`src/rtl/snake_body.sv`:
```
// Snake segment store and stepper on a 16x16 grid.
// Moves the head, detects apple/wall/self events, feeds the apple generator.
module snake_body #(
   parameter int MAX_LEN  = 50,
   parameter int INIT_LEN = 3,
   parameter int LEN_W    = 6
) (
   input  logic                    clk,
   input  logic                    reset,
   input  logic                    start,
   input  logic                    move_tick,
   input  logic                    dir_valid,
   input  logic [1:0]              dir_req,
   input  logic [7:0]              apple_cord,
   output logic [MAX_LEN-1:0][7:0] body,
   output logic [LEN_W-1:0]        length,
   output logic                    goodColl,
   output logic                    badColl,
   output logic                    running
);

   typedef enum logic [1:0] {IDLE, RUN, DEAD} state_t;

   localparam logic [1:0] UP    = 2'd0;
   localparam logic [1:0] RIGHT = 2'd1;
   localparam logic [1:0] DOWN  = 2'd2;
   localparam logic [1:0] LEFT  = 2'd3;

   localparam logic [LEN_W-1:0] ONE    = LEN_W'(1);
   localparam logic [LEN_W-1:0] MAX_L  = LEN_W'(MAX_LEN);
   localparam logic [LEN_W-1:0] INIT_L = LEN_W'(INIT_LEN);

   state_t                  state, state_nx;
   logic [1:0]              cur_dir, pend_dir;
   logic [1:0]              cur_nx, pend_nx;
   logic [MAX_LEN-1:0][7:0] body_nx, shifted, init_body;
   logic [LEN_W-1:0]        len_nx;
   logic                    good_nx;
   logic [3:0]              hx, hy;
   logic [7:0]              nh, new_tail;
   logic                    wall, self_hit, eat;

   // Start layout: horizontal snake on row 5, head at the right end.
   always_comb begin
      for (int i = 0; i < MAX_LEN; i++) begin
         if (i < INIT_LEN)
            init_body[i] = {4'(INIT_LEN + 1 - i), 4'd5};
         else
            init_body[i] = {4'd2, 4'd5};
      end
   end

   always_comb begin
      hx   = body[0][7:4];
      hy   = body[0][3:0];
      nh   = body[0];
      wall = 1'b0;
      unique case (pend_dir)
         UP: begin
            wall     = (hy == 4'd0);
            nh[3:0]  = hy - 4'd1;
         end
         RIGHT: begin
            wall     = (hx == 4'd15);
            nh[7:4]  = hx + 4'd1;
         end
         DOWN: begin
            wall     = (hy == 4'd15);
            nh[3:0]  = hy + 4'd1;
         end
         LEFT: begin
            wall     = (hx == 4'd0);
            nh[7:4]  = hx - 4'd1;
         end
      endcase
      eat = (nh == apple_cord);
      // The tail cell is free to enter unless eating keeps it occupied.
      self_hit = 1'b0;
      for (int i = 0; i < MAX_LEN; i++) begin
         if (((LEN_W'(i) < length - ONE) || (eat && LEN_W'(i) < length))
             && body[i] == nh)
            self_hit = 1'b1;
      end
      shifted[0] = nh;
      for (int i = 1; i < MAX_LEN; i++)
         shifted[i] = body[i-1];
      new_tail = shifted[length - ONE];
   end

   always_comb begin
      state_nx = state;
      body_nx  = body;
      len_nx   = length;
      cur_nx   = cur_dir;
      pend_nx  = pend_dir;
      good_nx  = 1'b0;
      if (dir_valid && dir_req != (cur_dir ^ 2'b10))
         pend_nx = dir_req;
      if (start) begin
         state_nx = RUN;
         body_nx  = init_body;
         len_nx   = INIT_L;
         cur_nx   = RIGHT;
         pend_nx  = RIGHT;
      end else begin
         unique case (state)
            RUN: begin
               if (move_tick) begin
                  if (wall || self_hit) begin
                     state_nx = DEAD;
                  end else begin
                     cur_nx  = pend_dir;
                     body_nx = shifted;
                     if (eat) begin
                        good_nx = 1'b1;
                        if (length < MAX_L)
                           len_nx = length + ONE;
                     end else begin
                        for (int i = 0; i < MAX_LEN; i++)
                           if (LEN_W'(i) >= length)
                              body_nx[i] = new_tail;
                     end
                  end
               end
            end
            default: ;
         endcase
      end
   end

   always_ff @(posedge clk) begin
      if (reset) begin
         state    <= IDLE;
         body     <= init_body;
         length   <= INIT_L;
         cur_dir  <= RIGHT;
         pend_dir <= RIGHT;
         goodColl <= 1'b0;
      end else begin
         state    <= state_nx;
         body     <= body_nx;
         length   <= len_nx;
         cur_dir  <= cur_nx;
         pend_dir <= pend_nx;
         goodColl <= good_nx;
      end
   end

   assign badColl = (state == DEAD);
   assign running = (state == RUN);

endmodule

```
`config.mk`:
```
export PLATFORM = sky130hd
export DESIGN_NAME = snake_body
export DESIGN_NICKNAME = d
export VERILOG_FILES = /design/src/rtl/snake_body.sv
export SDC_FILE = /design/constraint.sdc
export NUM_CORES = 2
export LEC_CHECK = 0
export CAP_MARGIN = 20
export CORE_MARGIN = 3
export CORE_UTILIZATION = 30
export DETAILED_ROUTE_END_ITERATION = 8
export DONT_BUFFER_PORTS = 1
export PLACE_DENSITY = 0.5
export REMOVE_ABC_BUFFERS = 1
export SLEW_MARGIN = 25
export SYNTH_ARGS = -nofsm -noshare
export SYNTH_HDL_FRONTEND = slang
export SYNTH_SLANG_ARGS = --single-unit
```
`constraint.sdc`:
```
create_clock -name clk -period 7.3 [get_ports clk]
set_input_delay 0.73 -clock clk [delete_from_list [all_inputs] [get_ports clk]]
set_output_delay 0.73 -clock clk [all_outputs]
set_load 0.01 [all_outputs]
```
==> results.ini <==
[status]
status = completed

[synthesis]
yosysMostFrequentCell = o21ai_0
synth-seq-area-share_pct = 26.8
async_reset_ff_share_pct = 0
synth_edf_count = 0
synth_cells = 4031
synthTopCellsByCount = 646 x o21ai_0, 466 x nand2_1, 413 x dfxtp_1
syn_area_per_cell_um2 = 7.65
synth_area_leaders = dfxtp_1 27%, o21ai_0 10%, xnor2_1 8.2%
yosysTopAreaCellShare_pct = 26.8
synth_seq_cells = 413
yosys_warnings = 0
synth_area_leader_cell = dfxtp_1
synth.cell_area_um2 = 30800
ys.flop_type = dfxtp_1
yosysUniqueCellTypes = 81

[cells_and_area]
layout-drive-gt1-share_pct = 10.5
finalInstanceArea_um2 = 34100
fillers = 10680
area_growth_pct = 10.5
layout.nets = 3795
regArea_um2 = 8280
fin_cells = 5161
multi_input_area_um2 = 21000
finalCoreUtilization_pct = 33.7

[floorplanning]
fp.dieW_um = 327
initial_core_util_pct = 30.5
num_io_pins = 424
fp.coreArea_um2 = 101000
rows = 116
die-area_um2 = 107000
die_h_um = 327

[global_routing]
antenna_found_initial = 7
grt.total_usage_pct = 31.6
grt_max_degree = 231
grt_pass1_wl_mm = 249
grt_pass1_vias = 30289
overflow = 0

[clock_tree]
cts_buffers = 52
holdBufCountCts = 0
cts_buffer_depth = 3
cts_root_buf = clkbuf_16
htreeDepth = 2
ctsResizeCount = 0
post_cts_buffers = 0
tritoncts = done
clkSinkCount = 413
cts.clk_slew.worst_paths_ns = 0.06
clk_latency_ns = 0.66

[setup_path]
start_kind = register
endpoint_kind = register
crit_arrival_ns = 7.14
worstSetupStartpoint = pend_dir[0]
critPathRequiredTime_ns = 7.85
r2r_slack_ns = 0.71
crit_type = reg -> reg
reg2reg_to = length[0]
path_max_fanout = 42
r2r.worst_path.cells = 19
setup.worst_path.end = length[0]
r2r_start = pend_dir[0]

[place]
placement.cell_area_um2 = 32300
post-dp-hpwl_mm = 123
io_buffers = 0
place_congestion = 1.04
dp_cells = 5068
dp_slack_ns = 0.929

[route]
vias = 33201
drt-initial-drc-count = 4433
wl_met2_mm = 79.0
drt_first_pass_iters = 5
wl_mm = 177
antenna_left = 0
top_layer_used = met5
wl_met3_mm = 18.4
wl_per_cell_um = 34.3
vias_per_cell = 6.43
wl_met1_mm = 71.0
drcViolationCount = 0

[timing]
final_hold_viol_count = 0
layout_min_cycle_time_ns = 6.59
setup_viol = 0
slew_viol_final = 0
maxSlewHeadroom_pct = 28.3
setup_ws_ns = 0.707
worst_slew_pin_slew_ns = 1.08
fmax_mhz = 152
hold_ws_ns = 0.155
period_share_pct = 90.3
fin_skew_ns = 0.0517
rsz0062_at_grt = false
tns_ns = 0

[pwr]
leakagePower_nw = 11.3
vdd_drop_max_v = 0.000159
finalPower_mw = 5.84
power_density_nw_per_um2 = 171

[job]
drv_cap = 0

[hold_path]
hp-class = in -> reg

## placed cells by master, fill, tap and decap left out, types with 9 or more instances in the layout
cell       Yosys  final
o211ai_1     115    115
a21oi_1      374    371
clkbuf_16      0     55
xnor2_1      288    282
o2111ai_1    140    140
a32oi_1       17     17
nor2_1       138    119
o31ai_1       26     26
buf_4          7    115
dfxtp_1      413    405
clkinv_2       0     11
and2_1        13     11
nor2_2         4     21
nand4_1       37     37
a31oi_1       19     19
inv_1         14     14
xnor3_1       35     35
nor3_1        54     52
nand3_1      263    263
and3_1        12     12
mux4_2        95     95
or4_1         10     10
a22oi_1       12     12
nor2b_1       14     14
o311ai_0       9      9
nand2_1      466    463
xor2_1       106    105
buf_12         0     20
nor4b_1        9      9
mux2i_1       26     25
ha_1          13     12
nand2b_1      12     12
o21ai_0      646    646
o21ai_1       40     36
clkbuf_8       0     11
nor4_1        38     37
## routing by layer
metal | track usage [%] | vias to the layer above
li1 | - | 14291
met1 | 41.8 | 16532
met2 | 49.0 | 2002
met3 | 8.12 | 370
met4 | 12.9 | 6
met5 | 0 | -
## state kept, by name (all words and copies together), names as in the netlist
signal,cells
length,6
pend_dir,2
goodColl,1
cur_dir,2
body,400
state,2
## power breakdown
group	internal (mW)	total, mW	switching, mW
Combinational	0.228	0.754	0.526
Sequential	2.29	2.39	0.105
Clock	1.55	2.69	1.14
Total	4.06	5.84	1.78
## worst max-delay path, cell delays in order, from the launching register on
cell	delay, ns
dfxtp_1	0.38
inv_1	0.12
ha_1	0.21
buf_4	0.20
inv_1	0.23
ha_1	0.30
a211oi_2	0.52
o21ai_1	0.31
o21ai_0	0.23
a21oi_1	0.12
nand4_2	0.34
buf_4	0.43
nor3_1	0.09
o311ai_0	0.80
nand4b_1	0.27
or4_1	0.54
or3_4	0.53
buf_4	0.33
nor3_2	0.27
mux2i_1	0.21
## kinds of logic (layout without fill, tap and decap cells)
group / after synthesis / in the layout / synth area share [%]
XOR/XNOR: 431 / 431 / 13.9
AO/OA/AOI/OAI: 1474 / 1474 / 28.1
buffers and inverters: 472 / 244 / 6.21
adder cells (fa/ha/maj): 14 / 14 / 0.593
flip-flops: 413 / 413 / 26.8
multiplexers: 121 / 121 / 7.78
other: 0 / 1 / 0
AND/OR/NAND/NOR: 1106 / 1106 / 16.6
## worst min-delay path by stage
stage | from | endpoint | slack [ns] | cells after the start
floorplan | state[1] | state[1] | 0.45 | 2
global placement | cur_dir[1] | cur_dir[1] | 0.48 | 2
detailed placement | cur_dir[1] | cur_dir[1] | 0.49 | 2
CTS | reset | state[0] | 0.12 | 1
global route | reset | state[0] | 0.14 | 1
finish | reset | state[0] | 0.15 | 1
## area by class of cell
| cell class | instances | share of cell area, % |
|---|---|---|
| multi-input cells | 3146 | 61.6 |
| flip-flops and latches | 413 | 24.3 |
| well taps | 1357 | 4.98 |
| clock buffers | 74 | 4.57 |
| repair buffers | 138 | 3.89 |
| clock inverters | 17 | 0.459 |
| inverters | 15 | 0.165 |
| diodes | 1 | 0.00735 |
Power figures use the tool's default switching activity.
